**src/rtl/interrupt_controller_pkg.sv**
```systemverilog
// Shared definitions for the interrupt controller slice.
// Holds the controller state encoding, the default bus addresses of the
// four controller registers and the largest supported source count.
package interrupt_controller_pkg;

    localparam int N_SRC_MAX = 16;

    localparam logic [31:0] DEF_PEND_ADDR = 32'hF000_0100;
    localparam logic [31:0] DEF_MASK_ADDR = 32'hF000_0104;
    localparam logic [31:0] DEF_STAT_ADDR = 32'hF000_0108;
    localparam logic [31:0] DEF_EOI_ADDR  = 32'hF000_010C;

    typedef enum logic [1:0] {
        IDLE = 2'd0,
        REQ  = 2'd1,
        SERV = 2'd2
    } ctrlState_t;

endpackage

```
**src/rtl/interrupt_controller_prio_encoder.sv**
```systemverilog
// Fixed-priority encoder used to pick the source to service.
// Ports:
//   i_req   - N_SRC request vector (pending & mask)
//   o_valid - at least one request bit is set
//   o_index - index of the lowest set bit (index 0 has the highest priority)
module int_prio_encoder
    import interrupt_controller_pkg::*;
#(
    parameter int N_SRC = 4
) (
    input  logic [N_SRC-1:0] i_req,
    output logic             o_valid,
    output logic [3:0]       o_index
);

    // Scanning from the top down lets the lowest set bit overwrite any
    // higher one, which gives index 0 the highest priority.
    always_comb begin
        o_valid = 1'b0;
        o_index = 4'd0;
        for (int i = N_SRC - 1; i >= 0; i--) begin
            if (i_req[i]) begin
                o_valid = 1'b1;
                o_index = 4'(i);
            end
        end
    end

endmodule

```
**src/rtl/interrupt_controller.sv**
```systemverilog
// Memory-mapped interrupt controller with edge-detected sources, a source
// mask, fixed priority and a single non-nesting service level.
// Ports:
//   clk, reset        - clock and synchronous active-high reset
//   we, re            - bus write / read strobes
//   memAddr           - bus address
//   dataBusIn         - bus write data
//   dataBusOut        - combinational read data, 0 when not selected
//   irq_src           - level requests from peripherals
//   intr              - interrupt request to the CPU (high only in REQ)
//   intr_ack          - CPU acknowledge pulse
//   intr_vec          - index of the source being serviced
module interrupt_controller
    import interrupt_controller_pkg::*;
#(
    parameter int               BITS      = 32,
    parameter int               N_SRC     = 4,
    parameter logic [BITS-1:0]  PEND_ADDR = BITS'(DEF_PEND_ADDR),
    parameter logic [BITS-1:0]  MASK_ADDR = BITS'(DEF_MASK_ADDR),
    parameter logic [BITS-1:0]  STAT_ADDR = BITS'(DEF_STAT_ADDR),
    parameter logic [BITS-1:0]  EOI_ADDR  = BITS'(DEF_EOI_ADDR)
) (
    input  logic             clk,
    input  logic             reset,
    input  logic             we,
    input  logic             re,
    input  logic [BITS-1:0]  memAddr,
    input  logic [BITS-1:0]  dataBusIn,
    output logic [BITS-1:0]  dataBusOut,
    input  logic [N_SRC-1:0] irq_src,
    output logic             intr,
    input  logic             intr_ack,
    output logic [3:0]       intr_vec
);

    logic [N_SRC-1:0] r_pending;
    logic [N_SRC-1:0] r_mask;
    logic [N_SRC-1:0] r_prev;
    logic [3:0]       r_intrVec;
    ctrlState_t       r_state;
    ctrlState_t       w_nextState;

    logic             w_busWrite;
    logic             w_busRead;
    logic             w_eoiWrite;
    logic [N_SRC-1:0] w_rise;
    logic [N_SRC-1:0] w_active;
    logic [N_SRC-1:0] w_w1cClear;
    logic [N_SRC-1:0] w_ackClear;
    logic             w_prioValid;
    logic [3:0]       w_prioIdx;
    logic             w_ackTake;
    logic             w_inService;
    logic             w_unusedData;

    assign w_busWrite = we & ~re;
    assign w_busRead  = re & ~we;
    assign w_eoiWrite = w_busWrite && (memAddr == EOI_ADDR);
    assign w_rise     = irq_src & ~r_prev;
    assign w_active   = r_pending & r_mask;
    assign w_w1cClear = (w_busWrite && (memAddr == PEND_ADDR)) ? dataBusIn[N_SRC-1:0] : '0;
    assign w_ackClear = w_ackTake ? (N_SRC'(1) << w_prioIdx) : '0;
    assign intr_vec   = r_intrVec;

    // Only the low N_SRC data bits carry register content.
    assign w_unusedData = ^dataBusIn[BITS-1:N_SRC];

    int_prio_encoder #(
        .N_SRC(N_SRC)
    ) u_prio (
        .i_req  (w_active),
        .o_valid(w_prioValid),
        .o_index(w_prioIdx)
    );

    // Controller state register.
    always_ff @(posedge clk) begin
        if (reset) begin
            r_state <= IDLE;
        end else begin
            r_state <= w_nextState;
        end
    end

    // Next-state and CPU-facing outputs. An acknowledge is honoured only in
    // REQ and only while something enabled is still pending; if the request
    // was withdrawn by a mask write or W1C we fall back to IDLE untouched.
    always_comb begin
        w_nextState = r_state;
        w_ackTake   = 1'b0;
        intr        = 1'b0;
        w_inService = 1'b0;
        case (r_state)
            IDLE: begin
                if (w_prioValid) begin
                    w_nextState = REQ;
                end
            end
            REQ: begin
                intr = 1'b1;
                if (!w_prioValid) begin
                    w_nextState = IDLE;
                end else if (intr_ack) begin
                    w_ackTake   = 1'b1;
                    w_nextState = SERV;
                end
            end
            SERV: begin
                w_inService = 1'b1;
                if (w_eoiWrite) begin
                    w_nextState = IDLE;
                end
            end
            default: w_nextState = IDLE;
        endcase
    end

    // Pending, mask, edge history and vector. A fresh rising edge wins over
    // any clear landing in the same cycle so no event is ever lost.
    always_ff @(posedge clk) begin
        if (reset) begin
            r_pending <= '0;
            r_mask    <= '0;
            r_prev    <= '0;
            r_intrVec <= 4'd0;
        end else begin
            r_prev    <= irq_src;
            r_pending <= (r_pending & ~w_w1cClear & ~w_ackClear) | w_rise;
            if (w_busWrite && (memAddr == MASK_ADDR)) begin
                r_mask <= dataBusIn[N_SRC-1:0];
            end
            if (w_ackTake) begin
                r_intrVec <= w_prioIdx;
            end
        end
    end

    // Combinational read-back; the status word carries in_service in the
    // top bit and the current vector in the low nibble.
    always_comb begin
        dataBusOut = '0;
        if (w_busRead) begin
            if (memAddr == PEND_ADDR) begin
                dataBusOut = BITS'(r_pending);
            end else if (memAddr == MASK_ADDR) begin
                dataBusOut = BITS'(r_mask);
            end else if (memAddr == STAT_ADDR) begin
                dataBusOut             = BITS'(r_intrVec);
                dataBusOut[BITS-1]     = w_inService;
            end
        end
    end

endmodule
```
**config.mk**
```make
export PLATFORM = sky130hd
export DESIGN_NAME = interrupt_controller
export DESIGN_NICKNAME = d
export VERILOG_FILES = /design/src/rtl/interrupt_controller_pkg.sv /design/src/rtl/interrupt_controller_prio_encoder.sv /design/src/rtl/interrupt_controller.sv
export SDC_FILE = /design/constraint.sdc
export NUM_CORES = 1
export LEC_CHECK = 0
export CORE_UTILIZATION = 34
export DETAILED_ROUTE_END_ITERATION = 10
export GPL_ROUTABILITY_DRIVEN = 0
export PLACE_DENSITY = 0.91
export SKIP_CTS_REPAIR_TIMING = 1
export SYNTH_ARGS = -nofsm -noshare
export SYNTH_HDL_FRONTEND = slang
export SYNTH_SLANG_ARGS = --single-unit
export TNS_END_PERCENT = 100
```
**constraint.sdc**
```tcl
create_clock -name clk -period 2.7 [get_ports clk]
set_clock_uncertainty 0.15 [all_clocks]
set_input_delay 0.27 -clock clk [delete_from_list [all_inputs] [get_ports clk]]
set_output_delay 0.27 -clock clk [all_outputs]
set_load 0.005 [all_outputs]
```
==> results of run 1 <==
==> sequential cells by signal, summed over array words and instances (netlist names) <==
name / cells
r_pending: 4
r_state: 2
r_prev: 4
r_mask: 4
intr_vec: 2
==> cell type report <==
type                    instances  area [um^2]
repair buffers                 58          581
multi-input cells             115          805
well taps                      46         57.6
fillers                       330         1620
flip-flops and latches         16          320
inverters                       8         30.0
clock buffers                   4         55.1
==> placed cells by master (no fill, tap or decap), drive strengths merged, types with 2 or more instances in the layout <==
master and n:
buf 6, a22o 2, nand2b 3, nand3 2, dlymetal6s2s 6, o2bb2ai 4
and2 5, nor4b 2, and4 2, o21ai 4, nand4 8, nand2 7
nor4 9, clkbuf 4, conb 29, clkdlybuf4s50 46, inv 8, a21oi 7
nor2b 6, o31ai 4, mux2i 4, nor3b 3, nor2 2, dfxtp 16
nand3b 4
==> final timing paths <==
| check | cells after the start | startpoint | endpoint |
|---|---|---|---|
| setup / recovery | 6 | memAddr[23] | dataBusOut[1] |
| hold / removal | 2 | r_prev[3] | r_pending[3] |
| setup reg to reg | 4 | r_pending[2] | r_state[1] |
| hold reg to reg | 2 | r_prev[3] | r_pending[3] |
==> power by group <==
group	internal [mW]	total [mW]	switching [mW]
sequential	0.245	0.252	0.00707
combinational	0.0754	0.124	0.0481
clock	0.129	0.212	0.0825
==> logic make-up after synthesis <==
kind of cell	after synthesis
mux	4
buf+inv	40
other cells	1
compound gates	25
flops	16
simple gates	57
==> routing by layer <==
| metal | routed length, um | up-vias | GRT usage |
|---|---|---|---|
| li1 | - | 582 | - |
| met1 | 1240 | 542 | 0.194 |
| met2 | 1480 | 51 | 0.242 |
| met3 | 212 | 2 | 0.0380 |
| met4 | 8 | 0 | 0.0398 |
| met5 | 0 | - | 0 |
==> critical path, cell delays in order <==
cell and delay, ps:
sky130_fd_sc_hd__clkdlybuf4s50_1 410, sky130_fd_sc_hd__nor4_2 320, sky130_fd_sc_hd__nand4_1 190, sky130_fd_sc_hd__nor4b_4 350, sky130_fd_sc_hd__and2_2 200, sky130_fd_sc_hd__clkdlybuf4s50_1 490
==> through the flow <==
stage / power (mW) / cell area (um^2) / utilization
detailed placement: 0.380 / 1770 / 0.510
finish: 0.588 / 1850 / 0.533
global placement: 0.377 / 1770 / 0.510
CTS: 0.591 / 1820 / 0.526
global route: 0.619 / 1850 / 0.533
floorplan: 0.328 / 1380 / -
==> metrics.txt, run 1 <==
outcome finished clean; # H-tree levels 1; leading register cell type out of synthesis sky130_fd_sc_hd__dfxtp_1; number of buffers created by CTS 3; post-place setup slack -69.7 ps; minimum clock period 2640 ps; cell chosen for the clock root sky130_fd_sc_hd__clkbuf_8; standard-cell rows 21; most repeated cell in the gate-level netlist after synthesis sky130_fd_sc_hd__buf_4; Core ar. 3470 um^2; DRT Wirelength 2940 um; Starting Density 0.368; Max Root-Sink Buffers 2; share of flip-flops with an asynchronous set or reset 0; area growth from synthesis to layout 44.7%; endpoint class of the critical path output port; maximum clock frequency 379 MHz; Netlist cell types 39; cell area after technology mapping 1280 um^2; WL per Instance 11.9 um; startpoint types primary input; dominant cells by area after synthesis sky130_fd_sc_hd__dfxtp_1, sky130_fd_sc_hd__buf_4, sky130_fd_sc_hd__nor4_4, sky130_fd_sc_hd__mux2i_1, sky130_fd_sc_hd__nand4_1; largest net degree at the start of global routing 17; worst supply voltage drop on vdd 0.224 mV; list of most frequent post-synthesis cells sky130_fd_sc_hd__buf_4, sky130_fd_sc_hd__dfxtp_1, sky130_fd_sc_hd__inv_1; final HPWL from detailed placement 2370 um; setup violation total in the final timing report 0; antenna violations before repair 0; number of buffer cells added on primary ports 52; Avg Cell Area, Syn 8.93 um^2; maximum fanout count along the critical path 4; Clock transition at path regs 70 ps; global-route wire length before repair 4810 um; Hold WS 312 ps; fraction of layout instances using a drive strength above 1 0.134; post-synthesis simple-gate area fraction 0.376; register bit total from synthesis 16; total power divided by cell area 318 nW/um^2; proportion of synthesized area in mux cells 0.0313; worst setup path class primary input to output port; area of the die 4010 um^2; Die Span X 63.3 um; via count 1177; count of yosys warnings during synthesis 0; register-to-register path setup slack 1000 ps; final worst-path setup slack 59.4 ps; DR iter-0 viols 43; clock sink count 16; reported max-cap violation count 0; DP Cell Count 242; total routing resource utilization after global routing 0.149; Mapped Cells 143; number of flops mapped to enable cells by yosys 0; detailed-route vias per instance 4.77; Worst slew margin 0.636; final hold violation count 0; adder-cell share of the synthesized area 0; count of antenna diodes in the layout 0; vertical die dimension 63.3 um; count of antenna-violating nets left after detailed routing 0; router iterations before antenna repair 4; xor/xnor cell area share of the yosys netlist 0; Worst Path Arrival 2220 ps; data required time at the worst endpoint 2280 ps; clock tree from TritonCTS yes; Hold/Removal Path Class flop to flop; Final Max Tran Viols 0; dominant combinational cell family by area after synthesis simple AND/OR/NAND/NOR gates; I/O pin cnt 110; Post-route DRC 0; worst slew pin tran 545 ps; number of global-route vias before repair 1075; cell type with the largest total area after synthesis sky130_fd_sc_hd__dfxtp_1; total negative setup slack 0 ps; share of the yosys chip area belonging to registers 0.251; overflow left after global routing 0; part of the cycle the worst path needs 0.978; number of non-filler instances in the completed layout 247; nets 275; LEAKAGE 0.786 nW; post-synth top area share 0.251; RSZ-0062 raised after global routing true; area fraction in compound gates after synthesis 0.136; latest clock arrival within the worst-skew pair 250 ps
Power figures use the tool's default switching activity.
==> run 2, diff against run 1 <==
- CORE_MARGIN: not set -> 1.5
- CORE_UTILIZATION: 34 -> 45
- CTS_CLUSTER_DIAMETER: not set -> 120
- DONT_BUFFER_PORTS: not set -> 1
- PLACE_DENSITY: 0.91 -> 0.66
==> run 2 against run 1 <==
Effect of this change: sequential share of layout area rose by 7.0 points; largest power group unchanged; wire length fell by 8.5%; critical path depth fell by 2; via count fell by 15%; critical endpoint is now dataBusOut[2]; flip-flop and latch count did not move; final cell count fell by 26%; die area fell by 21%; critical path type unchanged; clock-buffer cell count did not move; fmax rose by 35%; cell area fell by 29%; non-clock buffer count fell by 49; highest routed layer unchanged.
==> metrics.txt, run 2 (synthesis gave the netlist of run 1 again) <==
outcome finished clean; critical path's top delay family simple AND/OR/NAND/NOR gates; hold path cells 2 (unchanged); number of buffer cells added on primary ports 0 (-100%); area growth from synthesis to layout 3.23%; data required time at the worst endpoint 2280 ps (about the same); Hold WS 2.28 ps (-309 ps); final hold violation count 0 (unchanged); part of the cycle the worst path needs 0.722 (-0.256); cell count along the critical path 4 (-2); Die Span X 56.3 um (-11%); worst reg-to-reg path cell count 4 (unchanged); registers with the most flip-flops r_mask: 4 flops, r_pending: 4 flops, r_prev: 4 flops; startpoint types primary input; # H-tree levels 1 (unchanged); final HPWL from detailed placement 2190 um (-7.7%); CP max stage delay 410 ps (-80 ps); M2 GR Usage 0.286 (+0.0438); DP Cell Count 170 (-30%); LEAKAGE 0.504 nW (-36%); number of global-route vias before repair 889 (-17%); Post-route DRC 0 (unchanged); DR iter-0 viols 19 (-56%); detailed-route vias per instance 5.48 (+15%); Core ar. 2730 um^2 (-21%); fraction of layout instances using a drive strength above 1 0.138 (+0.00383); Clock transition at path regs 90 ps (+20 ps); proportion of power drawn by the clock network 0.347 (-0.013); most frequent standard cell in the layout excluding fill and tap cells sky130_fd_sc_hd__conb_1; clock tree from TritonCTS yes; Max Root-Sink Buffers 2 (unchanged); I/O pin cnt 110 (unchanged); minimum clock period 1950 ps (-692 ps); worst supply voltage drop on vdd 0.265 mV (+18%); critical path, cell by cell nor4_4 > nand4_4 > nor4b_4 > nor3b_2; overflow left after global routing 0 (unchanged); Crit path buffers/inverters 0 (-2); via count 1003 (-15%); latest clock arrival within the worst-skew pair 290 ps (+40 ps); largest net degree at the start of global routing 17 (unchanged); Post-Layout Inst Area 1320 um^2 (-29%); endpoint class of the critical path output port; most frequent cells in the layout sky130_fd_sc_hd__conb_1, sky130_fd_sc_hd__dfxtp_1, sky130_fd_sc_hd__dlygate4sd3_1; standard-cell rows 19 (-9.5%); post-place setup slack 745 ps (+814 ps); total power divided by cell area 353 nW/um^2 (+11%); total design power 466 uW (-21%); antenna violations before repair 0 (unchanged); total routing resource utilization after global routing 0.168 (+0.0194); count of antenna-violating nets left after detailed routing 0 (unchanged); Final Max Tran Viols 0 (unchanged); DRT Wirelength 2690 um (-8.5%); RSZ-0062 raised after global routing false; nets 226 (-18%); Logic pwr share 0.113 (-0.097); busiest layer in global routing met2; vertical die dimension 56.3 um (-11%); maximum clock frequency 513 MHz (+35%); area of the die 3170 um^2 (-21%); setup violation total in the final timing report 0 (unchanged); count of antenna diodes in the layout 0 (unchanged); sequential fraction of design power 0.540 (+0.111); final worst-path setup slack 751 ps (+692 ps); global-route wire length before repair 4220 um (-12%); critical path's slowest cell sky130_fd_sc_hd__nor4b_4; met1 GRT Util 0.196 (+0.00167); final design utilization 0.482 (-0.0504); maximum fanout count along the critical path 10 (+6); Worst Path Arrival 1530 ps (-690 ps); reported max-cap violation count 0 (unchanged); clock sink count 16 (unchanged); internal power of the cells 353 uW (-21%); cell chosen for the clock root sky130_fd_sc_hd__clkbuf_4; number of buffers created by CTS 3 (unchanged); total negative setup slack 0 ps (unchanged); global routing usage on met3 0.0668 (+0.0288); router iterations before antenna repair 4 (unchanged); switching power 112 uW (-18%); proportion of total power due to net switching 0.241 (+0.00695); number of non-filler instances in the completed layout 183 (-26%); Hold/Removal Path Class primary input to flop; WL per Instance 14.7 um (+23%); Post-DP Area 1190 um^2 (-33%); worst setup path class primary input to output port; Starting Density 0.467 (+0.0990)
## run 2: worst paths after layout
kind | start | end | slack, ps
setup / recovery | memAddr[0] | dataBusOut[2] | 750
hold / removal | reset | r_pending[0] | 2
setup reg to reg | r_mask[1] | r_state[1] | 1050
hold reg to reg | r_prev[3] | r_pending[3] | 320
## run 2: worst register-to-register path, cell delays in order (launching register included)
cell and delay (ps):
sky130_fd_sc_hd__dfxtp_1 370, sky130_fd_sc_hd__a22o_1 250, sky130_fd_sc_hd__o21ai_0 350, sky130_fd_sc_hd__nand3_1 120, sky130_fd_sc_hd__o31a_2 300
## run 2: layout make-up
type / count / area, um^2
clock buffers: 4 / 36.3
fillers: 256 / 1420
inverters: 8 / 30.0
multi-input cells: 115 / 803
flip-flops and latches: 16 / 320
well taps: 31 / 38.8
repair buffers: 9 / 90.1
## run 2: routing by layer
layer	routed length (um)	vias to the layer above
met4	26	0
met5	0	-
met1	1030	458
li1	-	477
met3	324	3
met2	1310	65
## run 2: power groups by stage
stage               Clock, mW  Sequential [mW]  Combinational (mW)
detailed placement          0            0.257              0.0403
finish                  0.161            0.251              0.0528
global placement            0            0.257              0.0393
global route            0.175            0.253              0.0594
CTS                     0.165            0.251              0.0405
floorplan                   0            0.255              0.0726
==> run 3, diff against run 2 <==
- clock period: 2.7 -> 2 ns (I/O delays scaled with it)
==> run 3 against run 2 <==
Effect of this change: the run now ends with negative hold slack left; critical endpoint unchanged; clock-buffer cell count did not move; largest power group unchanged; sequential share of layout area decreased by 0.67 points; cell area up 2.8%; critical path depth unchanged; worst setup slack got worse by 480 ps; register-to-register slack got worse by 690 ps; die area did not move; sequential power grew 35%; non-clock buffer count up 4.
==> metrics.txt, run 3 (synthesis gave the netlist of run 1 again) <==
most frequent standard cell in the layout excluding fill and tap cells sky130_fd_sc_hd__conb_1; detailed-route vias per instance 5.44 (-0.68%); final design utilization 0.496 (+0.0137); final hold violation count 1 (+1); worst setup path class primary input to output port; hold path cells 3 (+1); Logic pwr share 0.126 (+0.013); DRT Wirelength 2590 um (-3.7%); Final Max Tran Viols 0 (unchanged); antenna violations before repair 0 (unchanged); Worst Hold End r_pending[1]; WL per Instance 13.9 um (-5.7%); violated checks negative hold slack; switching power 147 uW (+31%); critical path, cell by cell nor4_2 > nand4_1 > nor4b_4 > nor3b_2; via count 1018 (+1.5%); RR Endpoint r_state[1]; area of the die 3170 um^2 (unchanged); number of buffer cells added on primary ports 0 (unchanged); minimum clock period 1730 ps; number of global-route vias before repair 920 (+3.5%); register-to-register path setup slack 360 ps (-690 ps); fraction of layout instances using a drive strength above 1 0.141 (+0.00287); critical path's slowest cell sky130_fd_sc_hd__nor4_2; count of antenna-violating nets left after detailed routing 0 (unchanged); worst supply voltage drop on vdd 0.609 mV (+130%); worst r2r src r_mask[1]; clock tree from TritonCTS yes; count of antenna diodes in the layout 0 (unchanged); Max Root-Sink Buffers 2 (unchanged); Starting Density 0.467 (unchanged); Hold WS -3.40 ps (-5.68 ps); maximum fanout count along the critical path 5 (-5); router iterations before antenna repair 4 (unchanged); proportion of power drawn by the clock network 0.334 (-0.013); # H-tree levels 1 (unchanged); registers with the most flip-flops r_mask: 4 flops, r_pending: 4 flops, r_prev: 4 flops; setup violation total in the final timing report 0 (unchanged); largest net degree at the start of global routing 17 (unchanged); Core ar. 2730 um^2 (unchanged); area growth from synthesis to layout 6.17%; startpoint of the worst hold path dataBusIn[1]; part of the cycle the worst path needs 0.863; total power divided by cell area 464 nW/um^2 (+31%); DR iter-0 viols 15 (-4); RSZ-0062 raised after global routing false; total negative setup slack 0 ps (unchanged); I/O pin cnt 110 (unchanged); maximum clock frequency 579 MHz; CP max stage delay 370 ps (-40 ps); sequential fraction of design power 0.540 (about the same); worst slew pin tran 551 ps; Die Span X 56.3 um (unchanged); worst reg-to-reg path cell count 4 (unchanged); data required time at the worst endpoint 1650 ps (-630 ps); Worst Path Arrival 1380 ps (-150 ps); Hold/Removal Path Class primary input to flop; Worst slew margin 0.632; overflow left after global routing 0 (unchanged); reported max-cap violation count 0 (unchanged); global-route wire length before repair 4200 um (-0.31%); outcome finished, violations left; total routing resource utilization after global routing 0.163 (-0.00531); proportion of total power due to net switching 0.234 (-0.00723); nets 230 (+1.8%); standard-cell rows 19 (unchanged); Clock transition at path regs 90 ps (about the same); final HPWL from detailed placement 2080 um (-5.2%); cell chosen for the clock root sky130_fd_sc_hd__clkbuf_4; latest clock arrival within the worst-skew pair 280 ps (about the same); vertical die dimension 56.3 um (unchanged); LEAKAGE 0.518 nW (+2.8%); most frequent cells in the layout sky130_fd_sc_hd__conb_1, sky130_fd_sc_hd__dfxtp_1, sky130_fd_sc_hd__dlygate4sd3_1; startpoint types primary input; clock sink count 16 (unchanged); endpoint class of the critical path output port; internal power of the cells 482 uW (+36%); number of buffers created by CTS 3 (unchanged); Post-route DRC 0 (unchanged)
[run 3: changes by cell type in the layout (fill, tap and decap cells not counted)]
cell | before | now
sky130_fd_sc_hd__dlygate4sd3_1 | 9 | 12
sky130_fd_sc_hd__buf_4 | 0 | 1
[run 3: worst max path at each step]
stage,start,endpoint,slack [ps],depth (start not counted)
floorplan,memAddr[0],dataBusOut[2],410,4
global route,memAddr[23],dataBusOut[2],90,4
global placement,memAddr[23],dataBusOut[3],300,4
CTS,memAddr[23],dataBusOut[3],260,4
detailed placement,memAddr[23],dataBusOut[3],260,4
finish,memAddr[23],dataBusOut[2],270,4
[run 3: area by class of cell]
class	instances	area, um^2
tap	31	38.8
fill	260	1380
sequential	16	320
inverter	8	30.0
clock buffer	4	36.3
multi-input combinational	115	803
timing repair buffer	13	128
[run 3: routing by layer]
| metal | vias to the layer above | wire length, um | GRT usage |
|---|---|---|---|
| met5 | - | 0 | 0 |
| met4 | 0 | 0 | 0.0136 |
| met1 | 466 | 1030 | 0.199 |
| met3 | 0 | 321 | 0.0853 |
| li1 | 494 | - | - |
| met2 | 58 | 1240 | 0.267 |
[run 3: critical path: cells and delay by family]
kind | cells | cell delay [ps]
AND/OR/NAND/NOR | 4 | 1180
[run 3: power by group through the flow]
stage                     Sequential, mW  Clock (mW)  Combinational [mW]
final                              0.340       0.210              0.0791
after floorplan                    0.345           0              0.0979
after CTS                          0.339       0.217              0.0552
after global placement             0.347           0              0.0531
after detailed placement           0.347           0              0.0549
after global routing               0.341       0.224              0.0886
[run 3: metrics by stage]
stage,worst slack (ps),power [mW],cells,instance area [um^2]
global route,92.4,0.654,187,1360
global placement,301,0.400,171,1200
detailed placement,264,0.402,171,1200
finish,273,0.629,187,1360
CTS,261,0.612,175,1240
floorplan,415,0.443,171,1380
